$ cat src/rtl/uart_tx_fifo_if.sv
// Producer and transmitter-facing signals of uart_tx_fifo, grouped for the FIFO (slave) and its environment (master).
// ovf_clear exists only when UART_TX_FIFO_OVERFLOW_EN is defined.
interface uart_tx_fifo_if #(
   parameter int PAYLOAD_BITS = 8,
   parameter int DEPTH        = 16
);
   localparam int LW = $clog2(DEPTH) + 1;

   logic                    wr_valid;
   logic                    wr_ready;
   logic [PAYLOAD_BITS-1:0] wr_data;
   logic [LW-1:0]           level;
   logic                    empty;
   logic                    full;
   logic                    uart_tx_en;
   logic [PAYLOAD_BITS-1:0] uart_tx_data;
   logic                    uart_tx_busy;
   logic                    overflow;
`ifdef UART_TX_FIFO_OVERFLOW_EN
   logic                    ovf_clear;
`endif

   modport slave (
      input  wr_valid, wr_data, uart_tx_busy,
`ifdef UART_TX_FIFO_OVERFLOW_EN
      input  ovf_clear,
`endif
      output wr_ready, level, empty, full, uart_tx_en, uart_tx_data, overflow
   );

   modport master (
      output wr_valid, wr_data, uart_tx_busy,
`ifdef UART_TX_FIFO_OVERFLOW_EN
      output ovf_clear,
`endif
      input  wr_ready, level, empty, full, uart_tx_en, uart_tx_data, overflow
   );
endinterface

$ cat src/rtl/uart_tx_fifo.sv
// Circular byte FIFO feeding a uart_tx transmitter one word per busy period.
// Define UART_TX_FIFO_OVERFLOW_EN to add the sticky write-while-full flag and its ovf_clear input.
module uart_tx_fifo #(
   parameter int PAYLOAD_BITS = 8,
   parameter int DEPTH        = 16
) (
   input  logic          clk,
   input  logic          reset,
   uart_tx_fifo_if.slave bus
);
   localparam int AW = $clog2(DEPTH);
   localparam int LW = AW + 1;

   typedef enum logic [1:0] {
      IDLE      = 2'd0,
      ISSUE     = 2'd1,
      WAIT_BUSY = 2'd2,
      WAIT_DONE = 2'd3
   } state_t;

   state_t                  state_q;
   logic [PAYLOAD_BITS-1:0] mem_q [DEPTH];
   logic [AW-1:0]           wptr_q, wptr_d;
   logic [AW-1:0]           rptr_q, rptr_d;
   logic [LW-1:0]           level_q, level_d;
   logic [PAYLOAD_BITS-1:0] tx_data_q;
   logic                    tx_en_q;
   logic                    empty;
   logic                    full;
   logic                    do_wr;
   logic                    do_pop;

   assign empty  = (level_q == '0);
   assign full   = (level_q == LW'(DEPTH));
   assign do_wr  = bus.wr_valid && !full;
   assign do_pop = (state_q == IDLE) && !empty && !bus.uart_tx_busy;

   always_comb begin
      wptr_d  = wptr_q;
      rptr_d  = rptr_q;
      level_d = level_q;
      if (do_wr)  wptr_d = wptr_q + AW'(1);
      if (do_pop) rptr_d = rptr_q + AW'(1);
      case ({do_wr, do_pop})
         2'b10:   level_d = level_q + LW'(1);
         2'b01:   level_d = level_q - LW'(1);
         default: level_d = level_q;
      endcase
   end

   // Storage holds no control meaning, so it is left out of reset.
   always_ff @(posedge clk) begin
      if (!reset && do_wr) mem_q[wptr_q] <= bus.wr_data;
   end

   always_ff @(posedge clk) begin
      if (reset) begin
         state_q   <= IDLE;
         wptr_q    <= '0;
         rptr_q    <= '0;
         level_q   <= '0;
         tx_en_q   <= 1'b0;
         tx_data_q <= '0;
      end else begin
         wptr_q  <= wptr_d;
         rptr_q  <= rptr_d;
         level_q <= level_d;
         tx_en_q <= 1'b0;
         case (state_q)
            IDLE: begin
               if (do_pop) begin
                  state_q   <= ISSUE;
                  tx_en_q   <= 1'b1;
                  tx_data_q <= mem_q[rptr_q];
               end
            end
            ISSUE:     state_q <= WAIT_BUSY;
            WAIT_BUSY: if (bus.uart_tx_busy)  state_q <= WAIT_DONE;
            WAIT_DONE: if (!bus.uart_tx_busy) state_q <= IDLE;
            default:   state_q <= IDLE;
         endcase
      end
   end

   assign bus.wr_ready     = !full;
   assign bus.level        = level_q;
   assign bus.empty        = empty;
   assign bus.full         = full;
   assign bus.uart_tx_en   = tx_en_q;
   assign bus.uart_tx_data = tx_data_q;

`ifdef UART_TX_FIFO_OVERFLOW_EN
   logic ovf_q;

   // A fresh write-while-full on the clearing cycle keeps the flag set.
   always_ff @(posedge clk) begin
      if (reset)                           ovf_q <= 1'b0;
      else if (bus.wr_valid && full)       ovf_q <= 1'b1;
      else if (bus.ovf_clear)              ovf_q <= 1'b0;
   end

   assign bus.overflow = ovf_q;
`else
   assign bus.overflow = 1'b0;
`endif
endmodule

$ cat src/flat_wrapper.sv
// flat-port wrapper written by rule: the top's interface ports become plain ports
module uart_tx_fifo_flat 
#(
   parameter int PAYLOAD_BITS = 8,
   parameter int DEPTH        = 16
)
  (clk, reset, bus_wr_valid, bus_wr_data, bus_uart_tx_busy, bus_wr_ready, bus_level, bus_empty, bus_full, bus_uart_tx_en, bus_uart_tx_data, bus_overflow);
  uart_tx_fifo_if #(.PAYLOAD_BITS(PAYLOAD_BITS), .DEPTH(DEPTH)) bus_i ();
  input  logic clk;
  input  logic reset;
  input wire logic [$bits(bus_i.wr_valid)-1:0] bus_wr_valid;
  input wire logic [$bits(bus_i.wr_data)-1:0] bus_wr_data;
  input wire logic [$bits(bus_i.uart_tx_busy)-1:0] bus_uart_tx_busy;
  output wire logic [$bits(bus_i.wr_ready)-1:0] bus_wr_ready;
  output wire logic [$bits(bus_i.level)-1:0] bus_level;
  output wire logic [$bits(bus_i.empty)-1:0] bus_empty;
  output wire logic [$bits(bus_i.full)-1:0] bus_full;
  output wire logic [$bits(bus_i.uart_tx_en)-1:0] bus_uart_tx_en;
  output wire logic [$bits(bus_i.uart_tx_data)-1:0] bus_uart_tx_data;
  output wire logic [$bits(bus_i.overflow)-1:0] bus_overflow;
  assign bus_i.wr_valid = bus_wr_valid;
  assign bus_i.wr_data = bus_wr_data;
  assign bus_i.uart_tx_busy = bus_uart_tx_busy;
  assign bus_wr_ready = bus_i.wr_ready;
  assign bus_level = bus_i.level;
  assign bus_empty = bus_i.empty;
  assign bus_full = bus_i.full;
  assign bus_uart_tx_en = bus_i.uart_tx_en;
  assign bus_uart_tx_data = bus_i.uart_tx_data;
  assign bus_overflow = bus_i.overflow;
  uart_tx_fifo #(.PAYLOAD_BITS(PAYLOAD_BITS), .DEPTH(DEPTH)) u_core (.clk(clk), .reset(reset), .bus(bus_i));
endmodule
$ cat config.mk
export PLATFORM = sky130hd
export DESIGN_NAME = uart_tx_fifo_flat
export DESIGN_NICKNAME = d
export VERILOG_FILES = /design/src/rtl/uart_tx_fifo_if.sv /design/src/rtl/uart_tx_fifo.sv /design/src/flat_wrapper.sv
export SDC_FILE = /design/constraint.sdc
export NUM_CORES = 1
export LEC_CHECK = 0
export CORE_UTILIZATION = 40
export CTS_CLUSTER_DIAMETER = 40
export DETAILED_ROUTE_END_ITERATION = 7
export MAX_ROUTING_LAYER = met4
export SYNTH_ARGS = -nofsm -noshare
export SYNTH_HDL_FRONTEND = slang
export SYNTH_SLANG_ARGS = --single-unit
$ cat constraint.sdc
create_clock -name clk -period 7.2 [get_ports clk]
set_input_delay 2.16 -clock clk [delete_from_list [all_inputs] [get_ports clk]]
set_output_delay 2.16 -clock clk [all_outputs]
set_load 0.02 [all_outputs]
Yosys cells after proc, flatten, opt, wreduce, memory -nomap -nowiden --
Memories as Yosys holds them, arrays and structs flattened. A register that Yosys moved wholly into a read port is not among the register bits. Index checks and enable logic that the tools add are counted.
Word-level totals: bits in writable memories 128, input bits 12, memories kept 1, logic and storage cells 42, output and inout bits 18, register bits after elaboration 16
Cells by class: equality and inequality tests 9, bitwise operators 1, reductions and logical operators 14, multiplexer cells 8, add/sub/neg operators 4
Memories:
- u_core.mem_q | words 16, width 8, read ports 1, clocked after Yosys merged registers in 1, wr ports 1, RTL line uart_tx_fifo.sv:22 | logic [PAYLOAD_BITS-1:0] mem_q [DEPTH];
Operators by type and width (number):
- 5-bit case mux with 2 select lines | 1
- 4-bit by 1-bit adder with 4-bit output, second input constant | 2
- 2-bit case mux with 4 select lines | 1
- 2-bit == test, second input constant | 3
- 2-bit two-way mux | 3
- 5-bit by 1-bit adder with 5-bit output, second input constant | 1
- 5-bit == test, second input constant | 1
- 5-bit zero test | 1
- 5-bit by 1-bit subtractor with 5-bit output, second input constant | 1
- 2-bit by 1-bit == test with 1-bit output, second input constant | 2
- 1-bit logical AND | 4
- 1-bit zero test | 4
- 2-bit inequality test, second input constant | 2
- 1-bit two-way mux | 3
- 3-bit AND reduction | 1
- 2-bit zero test | 1
- 2-bit by 1-bit inequality test with 1-bit output, second input constant | 1
- 2-bit AND reduction | 1
- 2-bit nonzero test | 1
- 2-bit OR reduction | 1
- 1-bit NOT | 1

Depth between registers and ports, before layout --
word-level depth 6, gate-level depth with buffers 11, depth with buffers taken out 10

Worst setup path after synthesis --
No wires, ideal clock.
kind input-to-reg, start point input port bus_uart_tx_busy, end point register u_core.level_q[4] (netlist: u_core.bus.level[4]), buffers on the path 1, setup slack 2790 ps, setup time 121 ps, cell stages on the path 9, arrival 4290 ps, required time 7079 ps, path through nor2b_1 a21boi_0 clkbuf_1 ha_1 ha_1 a21o_1 a21oi_1 mux2i_1 mux2_2
Between the ends: cells in the longest elaborated chain, start to end 4, elaborated cells on any way between the ends 6, classes of those cells eq/ne (2); mux (1); reduce/logical (3)
Ends and longest elaborated chain:
- start, declared | RTL line flat_wrapper.sv:13 | input wire logic [$bits(bus_i.uart_tx_busy)-1:0] bus_uart_tx_busy;
- 1-bit zero test (*) | RTL line uart_tx_fifo.sv:36 | assign do_pop = (state_q == IDLE) && !empty && !bus.uart_tx_busy;
- 1-bit logical AND (*) | RTL line uart_tx_fifo.sv:36
- net u_core.do_pop | RTL line uart_tx_fifo.sv:31 | logic do_pop;
- 2-bit by 1-bit == test with 1-bit output / 2-bit == test (equally long branches) | RTL line uart_tx_fifo.sv:44 | case ({do_wr, do_pop})
- 5-bit case mux with 2 select lines / 2-bit nonzero test (equally long branches)
- end signal, assigned | RTL line uart_tx_fifo.sv:67 | level_q <= level_d;
- end, declared | RTL line uart_tx_fifo.sv:25 | logic [LW-1:0] level_q, level_d;
Mark *: on every way through the listed nets, which the timed path passes. The rest lies on a longest branch. A chain may end at the register's enable or synchronous reset.

Final worst setup path --
start point input port bus_wr_valid, end point register u_core.level_q[4] (netlist: u_core.bus.level[4])
Between the ends: cells in the longest elaborated chain, start to end 3, elaborated cells on any way between the ends 5, classes of those cells eq/ne (2); mux (1); reduce/logical (2)
Ends and longest elaborated chain:
- start, declared | RTL line flat_wrapper.sv:11 | input wire logic [$bits(bus_i.wr_valid)-1:0] bus_wr_valid;
- 1-bit logical AND (*) | RTL line uart_tx_fifo.sv:35 | assign do_wr = bus.wr_valid && !full;
- 2-bit by 1-bit == test with 1-bit output / 2-bit == test (equally long branches) | RTL line uart_tx_fifo.sv:44
- 5-bit case mux with 2 select lines / 2-bit nonzero test (equally long branches)
Every way passes the cells marked *; elsewhere a longest branch is shown, timed or not.

==> impl_metrics.json <==
{
  "max_freq_mhz": 216,
  "synth_top_family_by_area": "multiplexers",
  "synth_cell_types": 43,
  "syn_area_sq_um": 6240,
  "cts.repair.resized": 0,
  "fillers": 1320,
  "gp_congestion": 0.838,
  "dp_hpwl_microns": 8260,
  "post-route-util_pct": 47.8,
  "p_per_area_nw_per_um2": 330,
  "synth_compound_area_share_pct": 6.38,
  "synth_fp_nets": 433,
  "diodes": 0,
  "synth_fa_ha_area_share_pct": 2.93,
  "end_kind": "register",
  "area_growth_pct": 16.6,
  "cts_tree": "yes",
  "drive_above_1_share_pct": 9.38,
  "finalSetupViolCount": 0,
  "num_rows": 45,
  "antenna_found_initial": 0,
  "clk_transition_reported_paths_ns": 0.07,
  "io_pins": 30,
  "synth_edf_count": 128,
  "r2r-end": "u_core.bus.level[4]",
  "yosys.area.top_type_share_pct": 61.6,
  "grt_usage_pct": 17.6,
  "hold_viol": 0,
  "critPathKind": "primary input to register",
  "die_area_sq_um": 16100,
  "grt_pass1_vias": 3472,
  "post_cts_buffers": 0,
  "p_leak_nw": 2.33,
  "root_buffer": "clkbuf_16",
  "r2r-start": "u_core.bus.level[0]",
  "switching_share_pct": 26.5,
  "start_util_pct": 41.0,
  "fp.dieW_microns": 127,
  "cp-start-kind": "primary input",
  "syn_avg_cell_area_sq_um": 15.3,
  "post-route-period-util_pct": 64.4,
  "maxSlewViolCount": 0,
  "clock_sinks": 152,
  "wire_per_inst_microns": 19.8,
  "insertion_delay_ns": 0.42,
  "nets": 461,
  "drc_errors": 0,
  "yosys_warnings": 0,
  "p_comb_share_pct": 17.4,
  "io_buffer_count": 28,
  "maxCapViolCount": 0,
  "hold_class": "register to register",
  "rr_worst_depth": 9,
  "worstMarginPinSlew_ns": 0.872,
  "required_ns": 7.51,
  "viasPerCell": 5.28,
  "hold_buffers": 0,
  "crit_end": "u_core.bus.level[4]",
  "p_clk_share_pct": 38.9,
  "yosys.area.top_type": "edfxtp_1",
  "gr-total-overflow": 0,
  "stdcell_count": 636,
  "yosysSeqAreaShare_pct": 69.3,
  "grt_pass1_wl_microns": 19900,
  "p_seq_share_pct": 43.7,
  "routed_wl_microns": 12600,
  "reg2reg_slack_ns": 4.27,
  "core_sq_um": 15200,
  "hold_start": "u_core.bus.uart_tx_data[6]",
  "cts.htree.levels": 4,
  "synthSimpleGateAreaFrac_pct": 6.18,
  "p_sw_mw": 0.636,
  "num_vias": 3358,
  "muxShareOfSynthArea_pct": 11.3,
  "setup_ws_ns": 2.56,
  "min_period_ns": 4.64,
  "ys_seq_elements": 152,
  "finalSetupTns_ns": 0,
  "cts_inserted_buffers": 17,
  "status": "finished clean",
  "internal-power_mw": 1.77,
  "skew_ns": 0.00668,
  "ys.flop_type": "edfxtp_1",
  "crit_arrival_ns": 4.95,
  "antenna_left": 0,
  "die_h_microns": 127,
  "crit_start": "bus_wr_valid",
  "slew_headroom_pct": 41.7,
  "clockBufferDepth": 2,
  "critPathMaxFanout": 6,
  "dr.pass1.iters": 4,
  "grt_max_degree": 46,
  "synth_area_leaders": "edfxtp_1 62%, mux2i_1 10%, dfxtp_1 7.7%",
  "syn_inst": 407,
  "async_flop_share_pct": 0,
  "ir_drop_mv": 0.183,
  "detail_route.iter0.violations": 167,
  "rsz0062_at_grt": "false",
  "synth_xor_area_share_pct": 1.26,
  "placed_cells": 604,
  "preCtsSetupSlack_ns": 2.12
}
-- cells in the mapped netlist (3+ instances only) --
| cell type | number |
|---|---|
| ha_1 | 13 |
| or3b_1 | 3 |
| xor2_1 | 5 |
| nor4_1 | 7 |
| nor2b_1 | 3 |
| o22ai_1 | 30 |
| buf_2 | 8 |
| dfxtp_1 | 24 |
| buf_4 | 5 |
| a21oi_1 | 4 |
| inv_1 | 8 |
| xnor2_1 | 4 |
| edfxtp_1 | 128 |
| nand2_1 | 7 |
| nor2_1 | 44 |
| a211oi_1 | 8 |
| nand3b_1 | 5 |
| mux2i_1 | 64 |
| clkbuf_1 | 5 |
-- per-stage QoR --
step | area (sq um) | hold slack, ns | power [mW]
after floorplan | 6240 | 0.476 | 1.33
final | 7270 | 0.501 | 2.40
after global routing | 7270 | 0.526 | 2.50
after detailed placement | 6650 | 0.495 | 1.49
after CTS | 7270 | 0.504 | 2.42
after global placement | 6650 | 0.492 | 1.48
-- area by class of cell --
| class | instances | area, sq um | area share (%) |
|---|---|---|---|
| inverters | 8 | 30.0 | 0.413 |
| well taps | 188 | 235 | 3.24 |
| repair buffers | 31 | 303 | 4.17 |
| clock buffers | 17 | 425 | 5.85 |
| clock inverters | 15 | 195 | 2.69 |
| multi-input cells | 225 | 1750 | 24.1 |
| flip-flops and latches | 152 | 4330 | 59.5 |
-- cells in the final DEF (no fill, tap or decap), types with 2 or more instances in the layout --
cell type          n
clkdlybuf4s50_1   28
nand3b_1           5
a21boi_1           2
bufinv_16          4
o211ai_1           2
mux2i_1           64
a211oi_1           8
o22ai_1           30
a311oi_1           2
clkbuf_16         17
nor2b_1            3
inv_1              8
mux4_1             2
nand2_1            7
inv_6              4
ha_1              13
nor2_1            44
or3b_1             3
a21oi_1            4
buf_4              3
xor2_1             5
a21o_1             2
clkinv_2           4
or3_1              2
nand3_1            2
nor4_1             7
edfxtp_1         128
xnor2_1            4
dfxtp_1           23
-- logic make-up (layout without fill, tap and decap cells) --
group	Yosys count	after routing
AND/OR/NAND/NOR	78	78
AO/OA/AOI/OAI	56	56
other	1	1
buffers and inverters	30	71
adder cells (fa/ha/maj)	14	14
multiplexers	67	67
XOR/XNOR	9	9
flip-flops	152	152
-- worst max-delay path, stage by stage --
cell and delay, ns:
clkdlybuf4s50_1 0.55, a21boi_1 0.48, inv_1 0.09, ha_1 0.28
fa_1 0.43, a21o_1 0.18, a21oi_1 0.19, mux2i_1 0.23
mux2_2 0.35
-- worst min-delay path by stage --
stage / depth (start not counted) / to / slack, ns
finish: 2 / u_core.bus.uart_tx_data[6] / 0.50
CTS: 2 / u_core.bus.uart_tx_data[6] / 0.50
global placement: 2 / u_core.state_q[1] / 0.49
detailed placement: 2 / u_core.bus.uart_tx_data[6] / 0.49
floorplan: 2 / u_core.state_q[1] / 0.48
global route: 2 / u_core.bus.uart_tx_data[6] / 0.53
-- power by group through the flow --
stage          clock (mW)  sequential, mW  combinational [mW]
2_1_floorplan           0            1.09               0.237
3_3_place_gp            0            1.07               0.413
3_5_place_dp            0            1.07               0.420
4_1_cts             0.948            1.05               0.422
5_1_grt             0.983            1.06               0.457
6_report            0.935            1.05               0.418
-- flip-flops by register name (all words and copies together) (netlist names) --
name,flops
u_core.wptr_q,4
u_core.rptr_q,4
u_core.bus.uart_tx_data,8
u_core.mem_q,128
u_core.state_q,2
u_core.bus.level,5
u_core.bus.uart_tx_en,1
-- layer usage --
layer	vias to the layer above	global-route usage, %	part of all wire [%]
met5	-	-	0
met4	0	5.67	0.83
met3	8	4.30	2.6
met2	43	26.7	48
met1	1695	23.2	48
li1	1612	-	-
(Power assumes the default switching activity.)
